===== config.mk =====
export PLATFORM = sky130hd
export DESIGN_NAME = imem_sync
export DESIGN_NICKNAME = d
export VERILOG_FILES = /design/src/rtl/imem_pkg.sv /design/src/rtl/imem_ram.sv /design/src/rtl/imem_sync.sv
export SDC_FILE = /design/constraint.sdc
export NUM_CORES = 1
export LEC_CHECK = 0
export CAP_MARGIN = 5
export CORE_MARGIN = 10
export CORE_UTILIZATION = 35
export CTS_CLUSTER_SIZE = 8
export DETAILED_ROUTE_END_ITERATION = 8
export PLACE_DENSITY = 0.57
export SLEW_MARGIN = 25
export SYNTH_ARGS = -nofsm -noshare
export SYNTH_HDL_FRONTEND = slang
export SYNTH_SLANG_ARGS = --single-unit

===== constraint.sdc =====
create_clock -name Clk -period 2.1 [get_ports Clk]
set_input_delay 0.21 -clock Clk [delete_from_list [all_inputs] [get_ports Clk]]
set_output_delay 0.21 -clock Clk [all_outputs]
set_load 0.02 [all_outputs]

===== src/rtl/imem_pkg.sv =====
// Shared definitions for the synchronous instruction memory: fault bit
// positions, the NOP encoding and the even-parity helper.
package imem_pkg;

  localparam int unsigned FAULT_MISALIGN = 0;
  localparam int unsigned FAULT_RANGE    = 1;

  localparam logic [31:0] NOP_INST = 32'h0000_0000;

  localparam int unsigned PAR_MAX_W = 64;

  typedef enum logic {
    RSP_EMPTY = 1'b0,
    RSP_FULL  = 1'b1
  } rsp_state_e;

  // Even-parity bit over a zero-extended word (zero padding does not change it).
  function automatic logic parity_even(input logic [PAR_MAX_W-1:0] data);
    return ^data;
  endfunction

endpackage


===== src/rtl/imem_ram.sv =====
// Single write port / registered single read port word RAM for imem_sync.
// With IMEM_PARITY_EN defined, each word carries an even-parity bit checked on read.
module imem_ram
  import imem_pkg::*;
#(
  parameter int unsigned DEPTH_LOG2 = 5,
  parameter int unsigned WORD_W     = 32
) (
  input  logic                  clk_i,
  input  logic                  rst_ni,
  input  logic                  we_i,
  input  logic [DEPTH_LOG2-1:0] waddr_i,
  input  logic [WORD_W-1:0]     wdata_i,
  input  logic                  re_i,
  input  logic [DEPTH_LOG2-1:0] raddr_i,
  input  logic                  clr_i,
`ifdef IMEM_PARITY_EN
  output logic                  par_err_o,
`endif
  output logic [WORD_W-1:0]     rdata_o
);

  localparam int unsigned DEPTH = 1 << DEPTH_LOG2;

  logic [WORD_W-1:0] mem_q [DEPTH];
  logic [WORD_W-1:0] rdata_q;

`ifdef IMEM_PARITY_EN
  logic par_mem_q [DEPTH];
  logic par_err_q;

  // Loader write of data plus its parity bit; storage is never reset.
  always_ff @(posedge clk_i) begin
    if (we_i) begin
      mem_q[waddr_i]     <= wdata_i;
      par_mem_q[waddr_i] <= parity_even({{(PAR_MAX_W-WORD_W){1'b0}}, wdata_i});
    end
  end

  // Parity check is captured together with the read word; a faulted fetch clears it.
  always_ff @(posedge clk_i or negedge rst_ni) begin
    if (!rst_ni) begin
      par_err_q <= 1'b0;
    end else if (re_i) begin
      par_err_q <= parity_even({{(PAR_MAX_W-WORD_W){1'b0}}, mem_q[raddr_i]}) ^ par_mem_q[raddr_i];
    end else if (clr_i) begin
      par_err_q <= 1'b0;
    end
  end

  assign par_err_o = par_err_q;
`else
  // Loader write; storage is never reset.
  always_ff @(posedge clk_i) begin
    if (we_i) begin
      mem_q[waddr_i] <= wdata_i;
    end
  end
`endif

  // Read register holds between reads; clr loads the NOP without touching the array.
  always_ff @(posedge clk_i or negedge rst_ni) begin
    if (!rst_ni) begin
      rdata_q <= WORD_W'(NOP_INST);
    end else if (re_i) begin
      rdata_q <= mem_q[raddr_i];
    end else if (clr_i) begin
      rdata_q <= WORD_W'(NOP_INST);
    end
  end

  assign rdata_o = rdata_q;

endmodule


===== src/rtl/imem_sync.sv =====
// Instruction memory with valid/ready fetch handshake, fault reporting and loader port.
// Optional macro IMEM_PARITY_EN adds per-word parity and the ParErr output.
module imem_sync
  import imem_pkg::*;
#(
  parameter int unsigned DEPTH_LOG2 = 5,
  parameter int unsigned WORD_W     = 32,
  parameter logic [31:0] BASE_ADDR  = 32'h0000_0000
) (
  input  logic                  Clk,
  input  logic                  Clrn,
  input  logic                  ReqValid,
  output logic                  ReqReady,
  input  logic [31:0]           Addr,
  output logic                  RspValid,
  input  logic                  RspReady,
  output logic [WORD_W-1:0]     Inst,
  output logic [1:0]            Fault,
`ifdef IMEM_PARITY_EN
  output logic                  ParErr,
`endif
  input  logic                  LdEn,
  input  logic [DEPTH_LOG2-1:0] LdAddr,
  input  logic [WORD_W-1:0]     LdData
);

  rsp_state_e            state_q, state_d;
  logic [1:0]            fault_q, fault_d;
  logic [31:0]           offset_s;
  logic [1:0]            fault_s;
  logic [DEPTH_LOG2-1:0] idx_s;
  logic                  accept_s;
  logic                  rd_en_s;
  logic                  clr_s;

  assign ReqReady = !LdEn && ((state_q == RSP_EMPTY) || RspReady);
  assign accept_s = ReqValid && ReqReady;

  // Address decode: word index and the two fault flags for the current request.
  always_comb begin
    offset_s                = Addr - BASE_ADDR;
    fault_s                 = 2'b00;
    fault_s[FAULT_MISALIGN] = (Addr[1:0] != 2'b00);
    fault_s[FAULT_RANGE]    = (Addr < BASE_ADDR) || ((offset_s >> (DEPTH_LOG2 + 2)) != 32'd0);
    idx_s                   = offset_s[DEPTH_LOG2+1:2];
  end

  assign rd_en_s = accept_s && (fault_s == 2'b00);
  assign clr_s   = accept_s && (fault_s != 2'b00);

  // Response slot next state and fault capture.
  always_comb begin
    state_d = state_q;
    fault_d = fault_q;
    if (accept_s) begin
      fault_d = fault_s;
    end else begin
      fault_d = fault_q;
    end
    case (state_q)
      RSP_EMPTY: begin
        if (accept_s) begin
          state_d = RSP_FULL;
        end else begin
          state_d = RSP_EMPTY;
        end
      end
      RSP_FULL: begin
        if (accept_s) begin
          state_d = RSP_FULL;
        end else if (RspReady) begin
          state_d = RSP_EMPTY;
        end else begin
          state_d = RSP_FULL;
        end
      end
      default: state_d = RSP_EMPTY;
    endcase
  end

  // Response state and fault flags; reset discards any in-flight response.
  always_ff @(posedge Clk or negedge Clrn) begin
    if (!Clrn) begin
      state_q <= RSP_EMPTY;
      fault_q <= 2'b00;
    end else begin
      state_q <= state_d;
      fault_q <= fault_d;
    end
  end

  assign RspValid = (state_q == RSP_FULL);
  assign Fault    = fault_q;

  imem_ram #(
    .DEPTH_LOG2(DEPTH_LOG2),
    .WORD_W    (WORD_W)
  ) u_ram (
    .clk_i    (Clk),
    .rst_ni   (Clrn),
    .we_i     (LdEn),
    .waddr_i  (LdAddr),
    .wdata_i  (LdData),
    .re_i     (rd_en_s),
    .raddr_i  (idx_s),
    .clr_i    (clr_s),
`ifdef IMEM_PARITY_EN
    .par_err_o(ParErr),
`endif
    .rdata_o  (Inst)
  );

endmodule

==> metrics.yaml <==
synth_area_mm2: 0.04099
grt_max_degree: 35
worstPathCellList: "clkdlybuf4s50_1"
worstSetupPathType: "reg2out"
htreeDepth: 4
firstDrtPassIters: 5
synth_nets: 2028
ys_seq_elements: 1059
placement_rows: 125
cts.sinks: 1059
area_delta_synth_final_pct: 24.61
wirelength_um: 112500
cp.required_ps: 1890
cap_violations: 0
slowest_stage: "clkdlybuf4s50_1"
num_vias: 21290
diodes: 0
fp.dieW_um: 362.2
grt_pass1_wl_um: 161800
finalCritPeriodShare_pct: 96.56
synth_largest_area_cell: "edfxtp_1"
p_leak_uw: 0.01665
hpwl_um: 67660
gr-total-overflow: 0
ys_types: 41
initial_utilization_pct: 35.27
drive_above_1_share_pct: 30.91
fp.dieArea_mm2: 0.1312
p_sw_uw: 10290
io_pins: 110
final_antenna_net_count: 0
wire_per_inst_um: 28.32
hold_viol: 0
setup.worst_path.end_class: "output pin"
switching_share_pct: 21.24
clockPowerShare_pct: 46.2
root_buffer: "clkbuf_16"
synthTopCellsByArea: "edfxtp_1 75%, mux4_2 8.8%, mux2_2 3.5%"
irDropWorstVdd_mv: 0.7297
setup_viol: 0
internal-power_uw: 38160
status: "complete, no violations"
slowest_delay_ps: 650
clk_pin_slew_worst_paths_ps: 50
nets: 2412
grt_setup_unrepaired: "no"
synth_seq_area_share_pct: 77.16
layout_commonest_cell: "edfxtp_1"
cts_tree: "yes"
fin_util_pct: 43.95
finish.instance_area_mm2: 0.05107
crit_buf_inv: 1
clk_path_buf_depth: 3
core_area_mm2: 0.1162
p_per_area_mw_per_mm2: 948.7
post_cts.repair.setup_buffers: 0
cp_top_family: "buffers and inverters"
clock_latency_ps: 740
viasPerCell: 5.359
crit_path_start_kind: "flip-flop"
netlist.area_leader.share_pct: 75.03
grt.total_usage_pct: 17.00
final_cell_mix: "1024 x edfxtp_1, 161 x mux4_2, 153 x clkbuf_16"
final_max_slew_viol_count: 0
grt_antenna_before_repair: 2
power_uw: 48450
die_h_um: 362.2
slew_headroom_pct: 59.51
worstPathArrival_ps: 1820
ys_warn_count: 0
max_freq_ghz: 0.4931
gp_congestion: 0.7789
placed_area_mm2: 0.04662
worst_pin_slew_ps: 605.4
fillers: 9881
drc: 0
synth_area_per_cell_um2: 20.98
cp_max_fo: 2
synth_cells: 1954
period_needed_ps: 2028
p_seq_share_pct: 48.5
first_iter_violations: 2319
grt_pass1_vias: 22460
clock_skew_ps: 29.12
cts_buffers: 151
hold_path.class: "in2reg"
port-buffer-count: 109
setup_tns_ps: 0
p_comb_share_pct: 5.3
## final cells by class
cell class                      count  area [um^2]  share of cell area, %
Timing Repair Buffer              342         4124                  8.075
Clock buffer                      249         4189                  8.202
Multi-Input combinational cell    784         8994                  17.61
Clock inverter                     15        232.7                 0.4557
Tap cell                         1524         1907                  3.734
Sequential cell                  1059        31630                  61.92
## kinds of logic (layout without fill, tap and decap cells)
group	count (synthesis)	after routing	synth area share, %
multiplexers	416	416	15.64
AO/OA/AOI/OAI	223	223	3.871
buffers and inverters	111	606	1.520
flip-flops	1059	1059	77.16
AND/OR/NAND/NOR	145	145	1.810
## metal layers
metal | share of wire [%] | vias up | track usage, %
met1 | 43 | 11350 | 22.83
met5 | 0 | - | 0
met3 | 6.7 | 155 | 3.568
met4 | 2.3 | 0 | 5.060
met2 | 48 | 803 | 27.70
li1 | - | 8980 | -
## stage by stage
step                      worst slack [ps]  instances  hold slack, ps
after CTS                            2.440       3973           102.7
final                                72.19       3973           158.4
after floorplan                     -419.0       1954          -85.59
after detailed placement            -148.3       3705           166.7
after global placement              -94.51       3705           173.0
after global routing                 9.948       3973           161.2
## synthesized netlist by cell type (all sizes together)
cell       n
nor3b      2
mux2i     98
nand2      9
and2       1
a221oi    31
o221ai    31
nor4b      1
nand2b     3
nor4       6
dfrtp     35
o22ai     31
or2        1
nand3b     5
a32oi     32
mux4     161
buf       61
nand4      1
edfxtp  1024
mux2     157
nor2b     27
or3        1
nor3       4
nor2      76
or3b       3
a31o       1
nand3      4
o21ai     64
clkbuf    50
or4        1
a21oi     33
## power groups by stage
| stage | registers [uW] | clock network, uW | logic (uW) |
|---|---|---|---|
| 3_3_place_gp | 23900 | 0 | 2520 |
| 3_5_place_dp | 23900 | 0 | 2560 |
| 4_1_cts | 23500 | 22800 | 2570 |
| 6_report | 23500 | 22400 | 2550 |
| 5_1_grt | 23500 | 23800 | 2720 |
| 2_1_floorplan | 23900 | 0 | 1230 |
## path summary, 6_finish.rpt
path	startpoint	end	slack, ps	cells after the start
setup reg to reg	RspValid	u_ram.rdata_o[27]	310	6
min in group asynchronous	Clrn	u_ram.rdata_o[11]	520	3
max in group asynchronous	Clrn	u_ram.rdata_o[22]	300	4
hold / removal	Addr[4]	u_ram.rdata_o[1]	160	4
hold reg to reg	Fault[1]	Fault[1]	510	2
setup / recovery	u_ram.rdata_o[28]	Inst[28]	70	1
## repair_timing
| item | 4_1_cts | 5_1_grt |
|---|---|---|
| endpoints found under the setup margin | 9 | 1 |
| resized for setup | 9 | 2 |
| hold buffers | 4 | 0 |
| hold endpoints to repair | 36 | 0 |
## sequential cells by signal, summed over array words and instances, names as in the netlist
signal and count:
u_ram.mem_q 1024, u_ram.rdata_o 32, Fault 2, RspValid 1
No activity file was read; power rests on OpenSTA's default activity.
